[src/rtl/commit_unit.sv]
// Retirement stage: writes the ARF from in-order ROB commits, bypasses reads,
// counts retirements, emits a commit trace, and detects halt or hang.
module commit_unit #(
    parameter int CNT_WIDTH      = 32,
    parameter int TIMEOUT_CYCLES = 1024,
    parameter int IDLE_WIDTH     = 11
) (
    input  logic                 clk_i,
    input  logic                 reset_i,
    input  logic                 commit_valid_i,
    input  logic [31:0]          commit_inst_i,
    input  logic [31:0]          commit_pc_i,
    input  logic [4:0]           commit_rd_i,
    input  logic [31:0]          commit_value_i,
    input  logic [4:0]           rs1_addr_i,
    input  logic [4:0]           rs2_addr_i,
    output logic [31:0]          rs1_data_o,
    output logic [31:0]          rs2_data_o,
    output logic [CNT_WIDTH-1:0] retired_cnt_o,
    output logic                 trace_valid_o,
    output logic [31:0]          trace_pc_o,
    output logic [31:0]          trace_inst_o,
    output logic                 trace_we_o,
    output logic [4:0]           trace_rd_o,
    output logic [31:0]          trace_value_o,
    output logic                 halt_o,
    output logic                 hang_o
);

    typedef enum logic [1:0] {
        RUN    = 2'd0,
        HALTED = 2'd1,
        HUNG   = 2'd2
    } state_t;

    localparam logic [6:0] OP_STORE  = 7'b0100011;
    localparam logic [6:0] OP_BRANCH = 7'b1100011;
    localparam logic [6:0] OP_SYSTEM = 7'b1110011;
    localparam logic [31:0] ECALL    = 32'h0000_0073;
    localparam logic [31:0] EBREAK   = 32'h0010_0073;
    localparam logic [IDLE_WIDTH-1:0] IDLE_LAST =
        IDLE_WIDTH'(TIMEOUT_CYCLES - 1);

    state_t                state_q;
    state_t                state_d;
    logic [IDLE_WIDTH-1:0] idle_q;
    logic [31:0]           arf [32];

    logic       accepted;
    logic       no_write_op;
    logic       we;
    logic       is_halt;
    logic [6:0] opcode;

    assign opcode      = commit_inst_i[6:0];
    assign accepted    = commit_valid_i && (state_q == RUN);
    assign no_write_op = (opcode == OP_STORE) || (opcode == OP_BRANCH)
                      || (opcode == OP_SYSTEM);
    assign we          = accepted && (commit_rd_i != 5'd0) && !no_write_op;
    assign is_halt     = accepted
                      && ((commit_inst_i == ECALL) || (commit_inst_i == EBREAK));

    always_comb begin
        state_d = state_q;
        unique case (state_q)
            RUN: begin
                if (is_halt) begin
                    state_d = HALTED;
                end else if (!commit_valid_i && (idle_q == IDLE_LAST)) begin
                    state_d = HUNG;
                end
            end
            HALTED:  state_d = HALTED;
            HUNG:    state_d = HUNG;
            default: state_d = RUN;
        endcase
    end

    always_ff @(posedge clk_i or negedge reset_i) begin
        if (!reset_i) begin
            state_q <= RUN;
            idle_q  <= '0;
        end else begin
            state_q <= state_d;
            if (state_q == RUN) begin
                idle_q <= commit_valid_i ? '0 : idle_q + 1'b1;
            end
        end
    end

    // Entry 0 is cleared on reset and never written, so it always reads 0.
    always_ff @(posedge clk_i or negedge reset_i) begin
        if (!reset_i) begin
            for (int i = 0; i < 32; i++) begin
                arf[i] <= '0;
            end
        end else if (we) begin
            arf[commit_rd_i] <= commit_value_i;
        end
    end

    always_comb begin
        rs1_data_o = arf[rs1_addr_i];
        if (rs1_addr_i == 5'd0) begin
            rs1_data_o = '0;
        end else if (we && (rs1_addr_i == commit_rd_i)) begin
            rs1_data_o = commit_value_i;
        end
    end

    always_comb begin
        rs2_data_o = arf[rs2_addr_i];
        if (rs2_addr_i == 5'd0) begin
            rs2_data_o = '0;
        end else if (we && (rs2_addr_i == commit_rd_i)) begin
            rs2_data_o = commit_value_i;
        end
    end

    always_ff @(posedge clk_i or negedge reset_i) begin
        if (!reset_i) begin
            retired_cnt_o <= '0;
            trace_valid_o <= 1'b0;
            trace_pc_o    <= '0;
            trace_inst_o  <= '0;
            trace_we_o    <= 1'b0;
            trace_rd_o    <= '0;
            trace_value_o <= '0;
        end else begin
            trace_valid_o <= accepted;
            if (accepted) begin
                retired_cnt_o <= retired_cnt_o + 1'b1;
                trace_pc_o    <= commit_pc_i;
                trace_inst_o  <= commit_inst_i;
                trace_we_o    <= we;
                trace_rd_o    <= commit_rd_i;
                trace_value_o <= commit_value_i;
            end
        end
    end

    assign halt_o = (state_q == HALTED);
    assign hang_o = (state_q == HUNG);

endmodule
[config.mk]
export PLATFORM = sky130hd
export DESIGN_NAME = commit_unit
export DESIGN_NICKNAME = d
export VERILOG_FILES = /design/src/rtl/commit_unit.sv
export SDC_FILE = /design/constraint.sdc
export NUM_CORES = 2
export LEC_CHECK = 0
export CORE_ASPECT_RATIO = 1.5
export CORE_MARGIN = 2
export CORE_UTILIZATION = 60
export CTS_CLUSTER_SIZE = 28
export DETAILED_ROUTE_END_ITERATION = 7
export GPL_ROUTABILITY_DRIVEN = 0
export PLACE_DENSITY = 0.8
export SLEW_MARGIN = 20
export SYNTH_ARGS = -nofsm -noshare
export SYNTH_HDL_FRONTEND = slang
export SYNTH_SLANG_ARGS = --single-unit
[constraint.sdc]
create_clock -name clk_i -period 8.8 [get_ports clk_i]
set_clock_uncertainty 0.2 [all_clocks]
set_input_delay 1.76 -clock clk_i [delete_from_list [all_inputs] [get_ports clk_i]]
set_output_delay 1.76 -clock clk_i [all_outputs]
set_load 0.1 [all_outputs]
# [Word level (Yosys, flattened, before mapping)]
# Index checks and enable logic that the tools add are counted.
[word_totals] ff_bits=1172 input_bits=114 word_cells=95
[op_classes] add_sub_neg=2 order_cmp=4 n_eq_ne=11 n_mux=17 bitwise_logic=3 reduce_logical=17
[op_table] op="1024-bit bitwise mux" count=1
[op_table] op="32-bit binary-select mux with 5-bit select" count=2
[op_table] op="32-bit two-way mux" count=9
[op_table] op="32-bit demux with 5-bit select" count=1
[op_table] op="32-bit by 1-bit adder with 32-bit output, second input constant" count=1
[op_table] op="32-bit by 21-bit equality test with 1-bit output, second input constant" count=1
[op_table] op="32-bit by 7-bit equality test with 1-bit output, second input constant" count=1
[op_table] op="6-bit greater-or-equal comparator, second input constant" count=3
[op_table] op="5-bit NOT with 6-bit output" count=3
[op_table] op="7-bit equality test, second input constant" count=2
[op_table] op="11-bit by 1-bit adder with 11-bit output, second input constant" count=1
[op_table] op="11-bit by 10-bit equality test with 1-bit output, second input constant" count=1
[op_table] op="11-bit two-way mux" count=1
[op_table] op="5-bit equality test" count=2
[op_table] op="5-bit logical NOT" count=2
[op_table] op="1-bit logical AND" count=8
[op_table] op="7-bit by 6-bit equality test with 1-bit output, second input constant" count=1
[op_table] op="6-bit by 1-bit < comparator with 1-bit output, second input constant" count=1
[op_table] op="2-bit case mux with 3 select lines" count=1
[op_table] op="5-bit nonzero test" count=1
[op_table] op="2-bit two-way mux" count=2
[op_table] op="1-bit logical OR" count=3
[op_table] op="3-bit by 2-bit inequality test with 1-bit output, second input constant" count=1
[op_table] op="2-bit by 1-bit equality test with 1-bit output, second input constant" count=1
[op_table] op="3 further kinds" count=4

# [Logic depth before layout (Yosys ltp)]
[logic_depth] word_depth=8 depth_mapped=9 mapped_depth_nobuf=6

# [Worst setup path after synthesis]
# OpenSTA, ideal clock, no wires.
[synth_path] path_kind="in2out" start="input port rs2_addr_i[1]" end="output port rs2_data_o[17]" arrival_ns=4.762 t_required_ns=6.840 path_slack_ns=2.078 stages=9 n_path_buf=4 cell_sequence="buf_2 -> buf_2 -> buf_1 -> clkbuf_1 -> mux4_2 -> o22ai_1 -> nor3_1 -> a21oi_1 -> a21oi_1"
[synth_via] elab_chain_len=6 elab_cells_between_ends=9
[synth_rtl] item="start: declaration" line="16" rtl="input logic [4:0] rs2_addr_i,"
[synth_rtl] item="5-bit NOT with 6-bit output (not written as such)" line="112" rtl="rs2_data_o = arf[rs2_addr_i];"
[synth_rtl] item="32-bit binary-select mux with 5-bit select" line="112"
[synth_rtl] item="32-bit two-way mux (not written as such) (2 in series)" line="112"
[synth_rtl] item="32-bit two-way mux" line="115" rtl="end else if (we && (rs2_addr_i == commit_rd_i)) begin"
[synth_rtl] item="32-bit two-way mux *" line="113" rtl="if (rs2_addr_i == 5'd0) begin"
[synth_rtl] item="end: declaration" line="18" rtl="output logic [31:0] rs2_data_o,"
# Every way passes the cells marked *; elsewhere a longest branch is shown, timed or not. The select of a mux whose other input is x is not followed.

# [Worst setup path after layout]
[layout_path] start="input port rs1_addr_i[4]" end="output port rs1_data_o[31]"
[layout_via] elab_chain_len=6 elab_cells_between_ends=9
[layout_rtl] item="start: declaration" line="15" rtl="input logic [4:0] rs1_addr_i,"
[layout_rtl] item="5-bit NOT with 6-bit output (not written as such)" line="103" rtl="rs1_data_o = arf[rs1_addr_i];"
[layout_rtl] item="32-bit binary-select mux with 5-bit select" line="103"
[layout_rtl] item="32-bit two-way mux (not written as such) (2 in series)" line="103"
[layout_rtl] item="32-bit two-way mux" line="106" rtl="end else if (we && (rs1_addr_i == commit_rd_i)) begin"
[layout_rtl] item="32-bit two-way mux *" line="104" rtl="if (rs1_addr_i == 5'd0) begin"
[layout_rtl] item="end: declaration" line="17" rtl="output logic [31:0] rs1_data_o,"
# Marks and branches as above.

==> impl_summary.txt <==
----------------------------------------------------
[Synthesis]
  Most used DFF post-synth ... sky130_fd_sc_hd__dfrtp_1
  Number of distinct library cell variants in the gate-level netlist after synthesis ... 62
  Yosys warning total ... 0
  Synthesized netlist net count ... 4,251
  Synthesized instance count ... 4,135
  Total of flip-flops plus latches after synthesis ... 1,172
  Post-synthesis area per instance ... 14.6 µm²
  Total standard cell area after synthesis ... 60,400 µm²
  Number of synthesized flops with an enable pin ... 0
  Register area share after synthesis ... 48.5%
  Async set-or-reset flop fraction in the synthesized netlist ... 100%

[Global routing]
  Global-route usage over all layers ... 34.6%
  Global route overflow ... 0
  Wire length of the first global-routing pass ... 263,000 µm
  Initial antenna violation count ... 4
  Number of global-route vias before repair ... 41,485
  Maximum number of pins on one net before global-route repair ... 194

[Floorplan]
  Number of ports placed on the die boundary ... 315
  Vertical extent of the die ... 393 µm
  Starting utilization of the core area ... 60.5%
  Rows ... 142
  Die outline area ... 103,000 µm²
  Floorplan die width ... 263 µm
  Core Region ... 99,900 µm²

[Power and ir drop]
  Leak pwr ... 30.9 nW
  PwrDens ... 218 nW/µm²
  Int Power ... 0.0103 W
  Sequential group share of total power ... 44.0%
  Part of the total power dissipated in the clock network ... 33.2%
  Net load switching power ... 0.00455 W
  Power Total ... 0.0149 W
  Switching Fraction ... 30.6%
  Max IR drop VDD ... 176 µV
  Fraction of power consumed by combinational cells ... 22.8%

[Status]
  Run status ... finished clean

[CTS]
  CTS clock-pin slew for the worst setup and hold paths ... 0.06 ns
  CTS buffer count ... 110
  Root Driver ... sky130_fd_sc_hd__clkbuf_16
  Resize count post-CTS ... 0
  Count of hold-fix buffers inserted at cts ... 0
  Num Clock Sinks ... 1,172
  Post CTS Setup Buffer Count ... 0
  Max Buffers Root-to-Sink ... 3
  Clock tree from TritonCTS ... yes
  Level count of the clock H-tree ... 3
  Later-pin clock latency in the skew report ... 0.73 ns

[Hold path]
  Sink of the worst hold path ... arf[992]$_DFFE_PN0P_
  Worst min-delay path class ... reg2reg
  Worst hold path stage count ... 0
  Launch instance of the worst min-delay path ... arf[992]$_DFFE_PN0P_

[STA]
  Headroom to the max-slew limit ... 23.1%
  Final worst setup slack ... 1.41 ns
  Pins Over Slew Limit ... 0
  Post-route setup TNS ... 0 ns
  RSZ-0062 raised after global routing ... false
  Achievable clock frequency ... 135 MHz
  Final period util ... 84.0%
  Count of final setup violators ... 0
  Shortest period the worst path allows ... 7.39 ns
  Count of final hold-check violations ... 0
  Worst Tran Pin Value ... 1.15 ns

[Route]
  Total via count after detailed routing ... 38,852
  Starting DRC count in detailed routing ... 3,523
  Routed wire length per instance ... 31.2 µm
  First-pass iteration count of the detailed router ... 5
  Final routed wirelength across all metal layers ... 175,000 µm
  Via density per instance ... 6.93
  Antenna-violating nets left ... 0
  Detailed-route DRC error count ... 0

[Setup path]
  Critical R2R Launch ... state_q[0]$_DFFE_PN0P_
  Arrival @ worst endpoint ... 5.43 ns
  Longest individual stage delay on the worst path ... 0.97 ns
  Crit-path slowest cell ... sky130_fd_sc_hd__clkdlybuf4s50_1
  Path type of the worst setup path ... in2out
  Cell-by-cell trace of the critical path ... clkdlybuf4s50_1 > buf_4 > xor2_1 > nor3_1 > a41o_2 > o221ai_1 > nor2_1 > buf_12
  Startpoint type of the worst setup path ... input pin
  CP required ... 6.84 ns
  Crit path buf inv count ... 3
  Worst setup EP type ... output port
  R2R depth ... 8
  Critical Path Fanout Max ... 27
  Reg-to-reg endpoint ... arf[838]$_DFFE_PN0P_
  CP delay by family, top ... buffers and inverters
  Worst reg-to-reg setup slack ... 4.42 ns

[Final layout]
  Seq. cell area ... 29,300 µm²
  Final core area utilization ... 68.5%
  Final net count ... 4,339
  Multi-input combinational cell area ... 29,200 µm²
  Layout cell share with drive strength beyond 1 ... 46.8%
  Most common cell after layout, fill and taps aside ... sky130_fd_sc_hd__dfrtp_1
  Fill count ... 6,703
  Growth of design area from synthesis to finish ... 13.2%
  Most used cells in the layout excluding fill and tap cells ... 1,172 x sky130_fd_sc_hd__dfrtp_1, 1,041 x sky130_fd_sc_hd__mux2_2, 545 x sky130_fd_sc_hd__mux4_2

[Placed design]
  Count of port buffers added during placement ... 314
  Setup slack after placement ... 1.55 ns
  Final HPWL from detailed placement ... 104,000 µm

[Job]
  MaxCap Viol Count ... 0

----------------------------------------------------
-- registers in the layout, summed over array words and instances, names as in the netlist --
signal	cells
trace_we_o	1
trace_value_o	32
idle_q	11
arf	1024
trace_pc_o	32
trace_inst_o	32
trace_rd_o	5
trace_valid_o	1
retired_cnt_o	32
state_q	2
-- cell usage after synthesis, drive strengths merged, types with 2 or more instances --
cell type / n / area share [%]
xor2: 24 / 0.35
nand2: 358 / 2.2
and4: 6 / 0.087
nor4b: 3 / 0.12
ha: 2 / 0.041
o21ai: 42 / 0.35
and3: 8 / 0.083
nor2: 57 / 0.35
a21o: 2 / 0.025
mux2i: 4 / 0.066
dfrtp: 1172 / 49
o221ai: 3 / 0.043
mux4: 545 / 20
nor3b: 2 / 0.041
clkbuf: 257 / 1.6
and2: 3 / 0.031
or2: 5 / 0.052
and4b: 2 / 0.033
a211oi: 26 / 0.32
o22ai: 124 / 1.3
nand4: 14 / 0.17
nand3b: 2 / 0.025
nor2b: 8 / 0.083
nand3: 14 / 0.12
inv: 12 / 0.083
mux2: 1070 / 20
or4: 5 / 0.068
or3: 2 / 0.021
a221o: 26 / 0.43
nand2b: 5 / 0.052
buf: 187 / 1.6
a21oi: 27 / 0.22
xnor2: 23 / 0.33
nor4: 8 / 0.093
nor3: 71 / 0.60
-- power groups by stage --
stage / Clock (W) / Sequential (W) / Combinational (W)
after CTS: 0.00498 / 0.00654 / 0.00340
after floorplan: 0 / 0.00701 / 0.00198
after global routing: 0.00519 / 0.00663 / 0.00355
after global placement: 0 / 0.00656 / 0.00333
final: 0.00495 / 0.00655 / 0.00339
after detailed placement: 0 / 0.00663 / 0.00339
-- metrics by stage --
step | instances | hold WS, ns | instance area (µm²)
floorplan | 4135 | 0.241 | 60400
global placement | 5406 | 0.176 | 64800
detailed placement | 5406 | 0.182 | 64800
CTS | 5607 | 0.198 | 68500
global route | 5608 | 0.211 | 68400
finish | 5609 | 0.194 | 68400
-- layer usage --
layer / wire length (µm) / vias up / GRT usage [%]
met5: 13 / - / 0
met4: 12800 / 2 / 23.0
met1: 62300 / 20525 / 41.6
met2: 87800 / 1855 / 58.1
met3: 12300 / 631 / 5.91
li1: - / 15839 / -
-- worst reg2reg max path, cell delays in order, from the launching register on --
cell and delay (ns):
sky130_fd_sc_hd__dfrtp_1 0.45, sky130_fd_sc_hd__or3b_4 0.45, sky130_fd_sc_hd__inv_6 0.06, sky130_fd_sc_hd__buf_4 0.71, sky130_fd_sc_hd__o31ai_4 0.30, sky130_fd_sc_hd__nor4b_4 0.52, sky130_fd_sc_hd__nand2_2 0.60, sky130_fd_sc_hd__buf_4 0.60
sky130_fd_sc_hd__mux2_2 0.36
-- how the worst max path moves through the flow --
stage                       start        endpoint  cells past startpoint
floorplan           rs2_addr_i[1]  rs2_data_o[17]                      9
global placement    rs1_addr_i[4]   rs1_data_o[2]                      8
detailed placement  rs1_addr_i[4]   rs1_data_o[5]                      8
CTS                 rs1_addr_i[4]  rs1_data_o[31]                      8
global route        rs1_addr_i[4]  rs1_data_o[31]                      8
finish              rs1_addr_i[4]  rs1_data_o[31]                      8
-- kinds of logic (layout without fill, tap and decap cells) --
kind of cell / Yosys count / in the layout / share of synthesized area [%]
muxes: 1619 / 1619 / 40.3
xor gates and xnor gates: 47 / 47 / 0.681
buffers and inverters: 457 / 634 / 3.29
DFF: 1172 / 1172 / 48.5
other: 0 / 1 / 0
adders and majority gates: 2 / 2 / 0.0414
AOI/OAI and AO/OA: 262 / 262 / 2.87
and+or+nand+nor: 576 / 576 / 4.29
-- area by class of cell --
cell class                      instances  area share [%]
Timing Repair Buffer                  420            6.57
Clock inverter                         52           0.832
Tap cell                             1296            2.37
Sequential cell                      1172            42.9
Inverter                               13          0.0823
Clock buffer                          149            4.55
Antenna cell                            1         0.00366
Multi-Input combinational cell       2506            42.7
Note: power is estimated with default switching activity, not from simulation.
